<file path="src/rtl/spi.sv">
// Register-bus SPI slave (mode 0): command byte, address word, then a burst of data
// words, all oversampled in the i_clk domain and presented on a parallel register bus.
module spi #(
  parameter int ADDRESS_BUS_WIDTH = 16,
  parameter int DATA_BUS_WIDTH    = 16
) (
  input  logic                         i_clk,
  input  logic                         i_rst,
  input  logic                         i_cs,
  input  logic                         i_sck,
  input  logic                         i_mosi,
  output logic                         o_miso,
  output logic [ADDRESS_BUS_WIDTH-1:0] o_address,
  output logic [7:0]                   o_command,
  output logic                         o_transaction_strobe,
  output logic [DATA_BUS_WIDTH-1:0]    o_write_data,
  input  logic [DATA_BUS_WIDTH-1:0]    i_read_data
);

  localparam int RX_W  = (ADDRESS_BUS_WIDTH > DATA_BUS_WIDTH) ? ADDRESS_BUS_WIDTH : DATA_BUS_WIDTH;
  localparam int CNT_W = $clog2(RX_W);

  typedef enum logic [1:0] {
    S_CMD,
    S_ADDR,
    S_DATA
  } state_t;

  state_t state_q, state_d;

  logic cs_meta, cs_sync;
  logic sck_meta, sck_sync, sck_prev;
  logic mosi_meta, mosi_sync;
  logic sck_rise, sck_fall;
  logic last_bit;

  logic [CNT_W-1:0]          bit_cnt;
  logic [RX_W-1:0]           rx;
  logic [DATA_BUS_WIDTH-1:0] tx;
  logic                      cmd_done, addr_done, word_done;
  logic                      first_word;
  logic                      rd_d1;

  // Two-flop synchronizers; CS idles high so it resets high.
  always_ff @(posedge i_clk) begin
    if (i_rst) begin
      cs_meta   <= 1'b1;
      cs_sync   <= 1'b1;
      sck_meta  <= 1'b0;
      sck_sync  <= 1'b0;
      sck_prev  <= 1'b0;
      mosi_meta <= 1'b0;
      mosi_sync <= 1'b0;
    end else begin
      cs_meta   <= i_cs;
      cs_sync   <= cs_meta;
      sck_meta  <= i_sck;
      sck_sync  <= sck_meta;
      sck_prev  <= sck_sync;
      mosi_meta <= i_mosi;
      mosi_sync <= mosi_meta;
    end
  end

  always_comb begin
    sck_rise = sck_sync & ~sck_prev & ~cs_sync;
    sck_fall = ~sck_sync & sck_prev & ~cs_sync;
  end

  always_ff @(posedge i_clk) begin
    if (i_rst) begin
      state_q <= S_CMD;
    end else begin
      state_q <= state_d;
    end
  end

  always_comb begin
    state_d  = state_q;
    last_bit = 1'b0;
    unique case (state_q)
      S_CMD: begin
        last_bit = (bit_cnt == CNT_W'(7));
        if (sck_rise && last_bit) state_d = S_ADDR;
      end
      S_ADDR: begin
        last_bit = (bit_cnt == CNT_W'(ADDRESS_BUS_WIDTH - 1));
        if (sck_rise && last_bit) state_d = S_DATA;
      end
      S_DATA: begin
        last_bit = (bit_cnt == CNT_W'(DATA_BUS_WIDTH - 1));
      end
      default: state_d = S_CMD;
    endcase
    if (cs_sync) state_d = S_CMD;
  end

  always_ff @(posedge i_clk) begin
    if (i_rst) begin
      bit_cnt              <= '0;
      rx                   <= '0;
      tx                   <= '0;
      cmd_done             <= 1'b0;
      addr_done            <= 1'b0;
      word_done            <= 1'b0;
      first_word           <= 1'b0;
      rd_d1                <= 1'b0;
      o_miso               <= 1'b0;
      o_address            <= '0;
      o_command            <= '0;
      o_write_data         <= '0;
      o_transaction_strobe <= 1'b0;
    end else begin
      o_transaction_strobe <= 1'b0;
      cmd_done             <= 1'b0;
      addr_done            <= 1'b0;
      word_done            <= 1'b0;
      rd_d1                <= o_transaction_strobe & ~o_command[0];

      if (cs_sync) begin
        bit_cnt    <= '0;
        tx         <= '0;
        o_miso     <= 1'b0;
        first_word <= 1'b0;
        rd_d1      <= 1'b0;
      end else begin
        if (sck_rise) begin
          rx <= {rx[RX_W-2:0], mosi_sync};
          if (last_bit) begin
            bit_cnt <= '0;
            unique case (state_q)
              S_CMD:   cmd_done  <= 1'b1;
              S_ADDR:  addr_done <= 1'b1;
              S_DATA:  word_done <= 1'b1;
              default: ;
            endcase
          end else begin
            bit_cnt <= bit_cnt + CNT_W'(1);
          end
        end

        if (cmd_done) o_command <= rx[7:0];

        if (addr_done) begin
          o_address  <= rx[ADDRESS_BUS_WIDTH-1:0];
          first_word <= 1'b1;
          if (!o_command[0]) o_transaction_strobe <= 1'b1;
        end

        // Reads prefetch the next word at every word boundary; writes advance the
        // address only from the second word on, so each write strobe sees its own address.
        if (word_done) begin
          first_word           <= 1'b0;
          o_transaction_strobe <= 1'b1;
          if (o_command[0]) begin
            o_write_data <= rx[DATA_BUS_WIDTH-1:0];
            if (!first_word) o_address <= o_address + ADDRESS_BUS_WIDTH'(1);
          end else begin
            o_address <= o_address + ADDRESS_BUS_WIDTH'(1);
          end
        end

        // The fall right after a word boundary must not shift: the freshly loaded MSB
        // has to survive until the master samples it on the next rise.
        if (rd_d1) begin
          tx <= i_read_data;
        end else if (sck_fall && state_q == S_DATA && bit_cnt != '0) begin
          tx <= {tx[DATA_BUS_WIDTH-2:0], 1'b0};
        end

        o_miso <= (state_q == S_DATA) ? tx[DATA_BUS_WIDTH-1] : 1'b0;
      end
    end
  end

endmodule

</file>
<file path="config.mk">
export PLATFORM = sky130hd
export DESIGN_NAME = spi
export DESIGN_NICKNAME = d
export VERILOG_FILES = /design/src/rtl/spi.sv
export SDC_FILE = /design/constraint.sdc
export NUM_CORES = 1
export LEC_CHECK = 0
export ABC_AREA = 1
export ABC_CLOCK_PERIOD_IN_PS = 1800
export CORE_ASPECT_RATIO = 0.6
export CORE_MARGIN = 8
export CORE_UTILIZATION = 54
export CTS_CLUSTER_SIZE = 16
export DETAILED_ROUTE_END_ITERATION = 8
export PLACE_DENSITY = 0.8
export SLEW_MARGIN = 25
export SYNTH_ARGS = -nofsm -noshare
export SYNTH_HDL_FRONTEND = slang
export SYNTH_SLANG_ARGS = --single-unit
</file>
<file path="constraint.sdc">
create_clock -name i_clk -period 1.8 [get_ports i_clk]
set_input_delay 0.36 -clock i_clk [delete_from_list [all_inputs] [get_ports i_clk]]
set_output_delay 0.36 -clock i_clk [all_outputs]
set_load 0.02 [all_outputs]
</file>
==> results by group <==
Clock tree
  – Root Buffer: clkbuf_16
  – Clock Latency Late Sink: about 0.34 ns
  – Worst-path clk slew: roughly 0.070 ns
  – CTS buffer count: 9
  – Clk buf depth: 2
  – Clock sinks: 92
  – Clock H-tree levels: 3
  – CTS tree: yes

Detailed routing
  – DRT antenna net count: 0
  – Routed length per instance: approximately 16 um
  – DR vias: ~4000
  – Final WL: 11500 um
  – Detailed Routing Iterations Pass 1: 5
  – # DRC: 0
  – Initial DRC count: around 460
  – Avg Vias per Cell: 5.49

Logic synthesis
  – Post-synthesis sequential area ratio: between 40 and 50%
  – Avg Cell Area, Syn: between 7 and 8 sq um
  – Post-synth EDFFs: 0
  – Most frequent cells after synthesis: 92 x dfxtp_1, 91 x nand2_1, 79 x a21oi_1
  – Top cells by area, synth: dfxtp_1 44%, a21oi_1 9.5%, nand2_1 8.2%
  – #FFs+latches synth: ~90
  – Count of cell types in the netlist: 34
  – Top_reg_cell synth: dfxtp_1
  – Post-Syn Area: a little over 4000 sq um
  – Most frequent cell after synthesis: dfxtp_1
  – Syn_nets: around 590
  – Area share of the largest cell type after synthesis: 44.3%
  – Post-Synthesis Cells: 560
  – Synth Warn #: 0
  – Async SR Flop Fraction: 0%
  – Largest area contributor in the netlist: dfxtp_1

Global route
  – Largest net degree at the start of global routing: 35
  – Antenna violations before repair: 0
  – First-pass GRT wire length: 19000 um
  – Total GRT Usage: a little over a fifth
  – Gr ovfl total: 0
  – Vias in the first global route: just under 4000

Final layout
  – Nets: roughly 650
  – Ant. Diodes: 0
  – Area growth syn-to-layout: 26.2%
  – Layout cells sized above 1: about an eighth
  – Fill cell count: around 580

Power
  – Power Density: between 700 and 800 nW/um^2
  – Lkg Pwr: 1.99 nW
  – Worst VDD drop: about 0.57 mV
  – Total chip power: around 4.1 mW

Floorplan
  – Die X-Extent: between 100 and 150 um
  – Starting Density: 56.5%
  – Die area: 10900 sq um
  – Core footprint: 7360 sq um
  – # IOs: 63
  – Chip Height: approximately 84 um
  – Num rows: 24

Placed design
  – PortBufs: 62
  – Routability cong.: 0.925
  – Pre-CTS setup slack: 0.0857 ns
  – Post-DP HPWL: 8160 um

Setup path
  – Critical path launch point type: register
  – Largest fanout on the critical path: 2
  – Slowest CP cell: clkdlybuf4s50_1
  – Critical Path RT: roughly 1.4 ns
  – Kind of critical path: register to primary output
  – Slack of the worst reg-to-reg path: 0.11 ns
  – CP top delay family: buffers and inverters
  – CP endpoint kind: primary output
  – Worst Path Arrival: roughly 1.4 ns
  – Sequence of cells on the critical path: clkdlybuf4s50_1
  – Crit path buf inv count: 1
  – Slowest stage delay, CP: between 0.6 and 0.7 ns

STA
  – WHS: 0.411 ns
  – Rel. slew slack: 66.6%
  – Fmax: 577 MHz
  – Fin. Hold Viols: 0
  – Clock skew: 0.00592 ns
  – Slew Limit Fails: 0
  – Setup ws final: approximately 0.066 ns
  – TNS Setup: 0 ns
  – Final setup fails: 0
  – Worst-Margin Slew: between 0.4 and 0.5 ns
  – Post-layout min period: 1.73 ns
  – Period Utilization, post-route: 96.3%

Min path
  – Worst hold path class: register to register

Outcome
  – Status: finished, final reports clean

Job
  – Max-Cap Viols: 0
-- what timing repair did --
item / CTS / global route
resized for setup: 2 / 6
buffers inserted: 0 / 0
endpoints found under the setup margin: 2 / 6
hold buffers: 0 / 0
cloned: 0 / 0
-- where the power goes --
group | internal [mW] | switching, mW
Clock | 1.12 | 0.792
Combinational | 0.0805 | 0.0851
Sequential | 2.05 | 0.0163
-- final cells by class --
cell class,count,area [sq um],area share (%)
Clock inverter,5,60.1,1.15
Inverter,63,236,4.51
Multi-Input combinational cell,375,1930,36.7
Sequential cell,92,1840,35.1
Tap cell,104,130,2.48
Clock buffer,11,243,4.63
Timing Repair Buffer,82,806,15.4
-- sequential cells by signal, summed over array words and instances, names as in the netlist, 2 cells and up --
register      flops
state_q           2
tx               16
rx               16
o_address        16
o_write_data     16
o_command         8
bit_cnt           4
-- per-layer routing --
metal  vias to the layer above  wire (um)  track usage (%)
met2                       170       4850             31.7
met1                      1846       5310             30.3
met5                         -          0                0
li1                       1985          -                -
met4                         0        173             6.47
met3                        17       1140             6.31
-- per-stage QoR --
step	instance area [sq um]	cells	util, %
after global routing	5240	732	71.3
after detailed placement	4920	716	66.9
after CTS	5230	732	71.0
after global placement	4920	716	66.9
final	5240	732	71.3
after floorplan	4160	560	-
-- kinds of logic after synthesis --
| logic type | count (synthesis) | share of synthesized area, % |
|---|---|---|
| flops | 92 | 44.3 |
| simple gates | 192 | 20.9 |
| compound gates | 174 | 22.7 |
| buf+inv | 93 | 9.45 |
| fa+ha+maj | 8 | 2.41 |
| xor+xnor | 1 | 0.211 |
-- path summary, 6_finish.rpt --
kind	start	endpoint	cells past startpoint
setup / recovery	o_address[10]	o_address[10]	1
hold / removal	mosi_meta	mosi_sync	2
setup reg to reg	state_q[0]	tx[14]	7
hold reg to reg	mosi_meta	mosi_sync	2
-- layout by cell type (no fill, tap or decap), drive strengths merged, types with 3 or more instances in the layout --
master and count:
a21oi 92, buf 20, clkbuf 11, clkdlybuf4s50 55, clkinv 3, dfxtp 92
dlymetal6s2s 5, ha 8, inv 63, nand2 91, nand3 38, nand4 6
nor2 47, nor3 4, o211ai 4, o21ai 72, or2 3
Note: power is estimated with default switching activity, not from simulation.
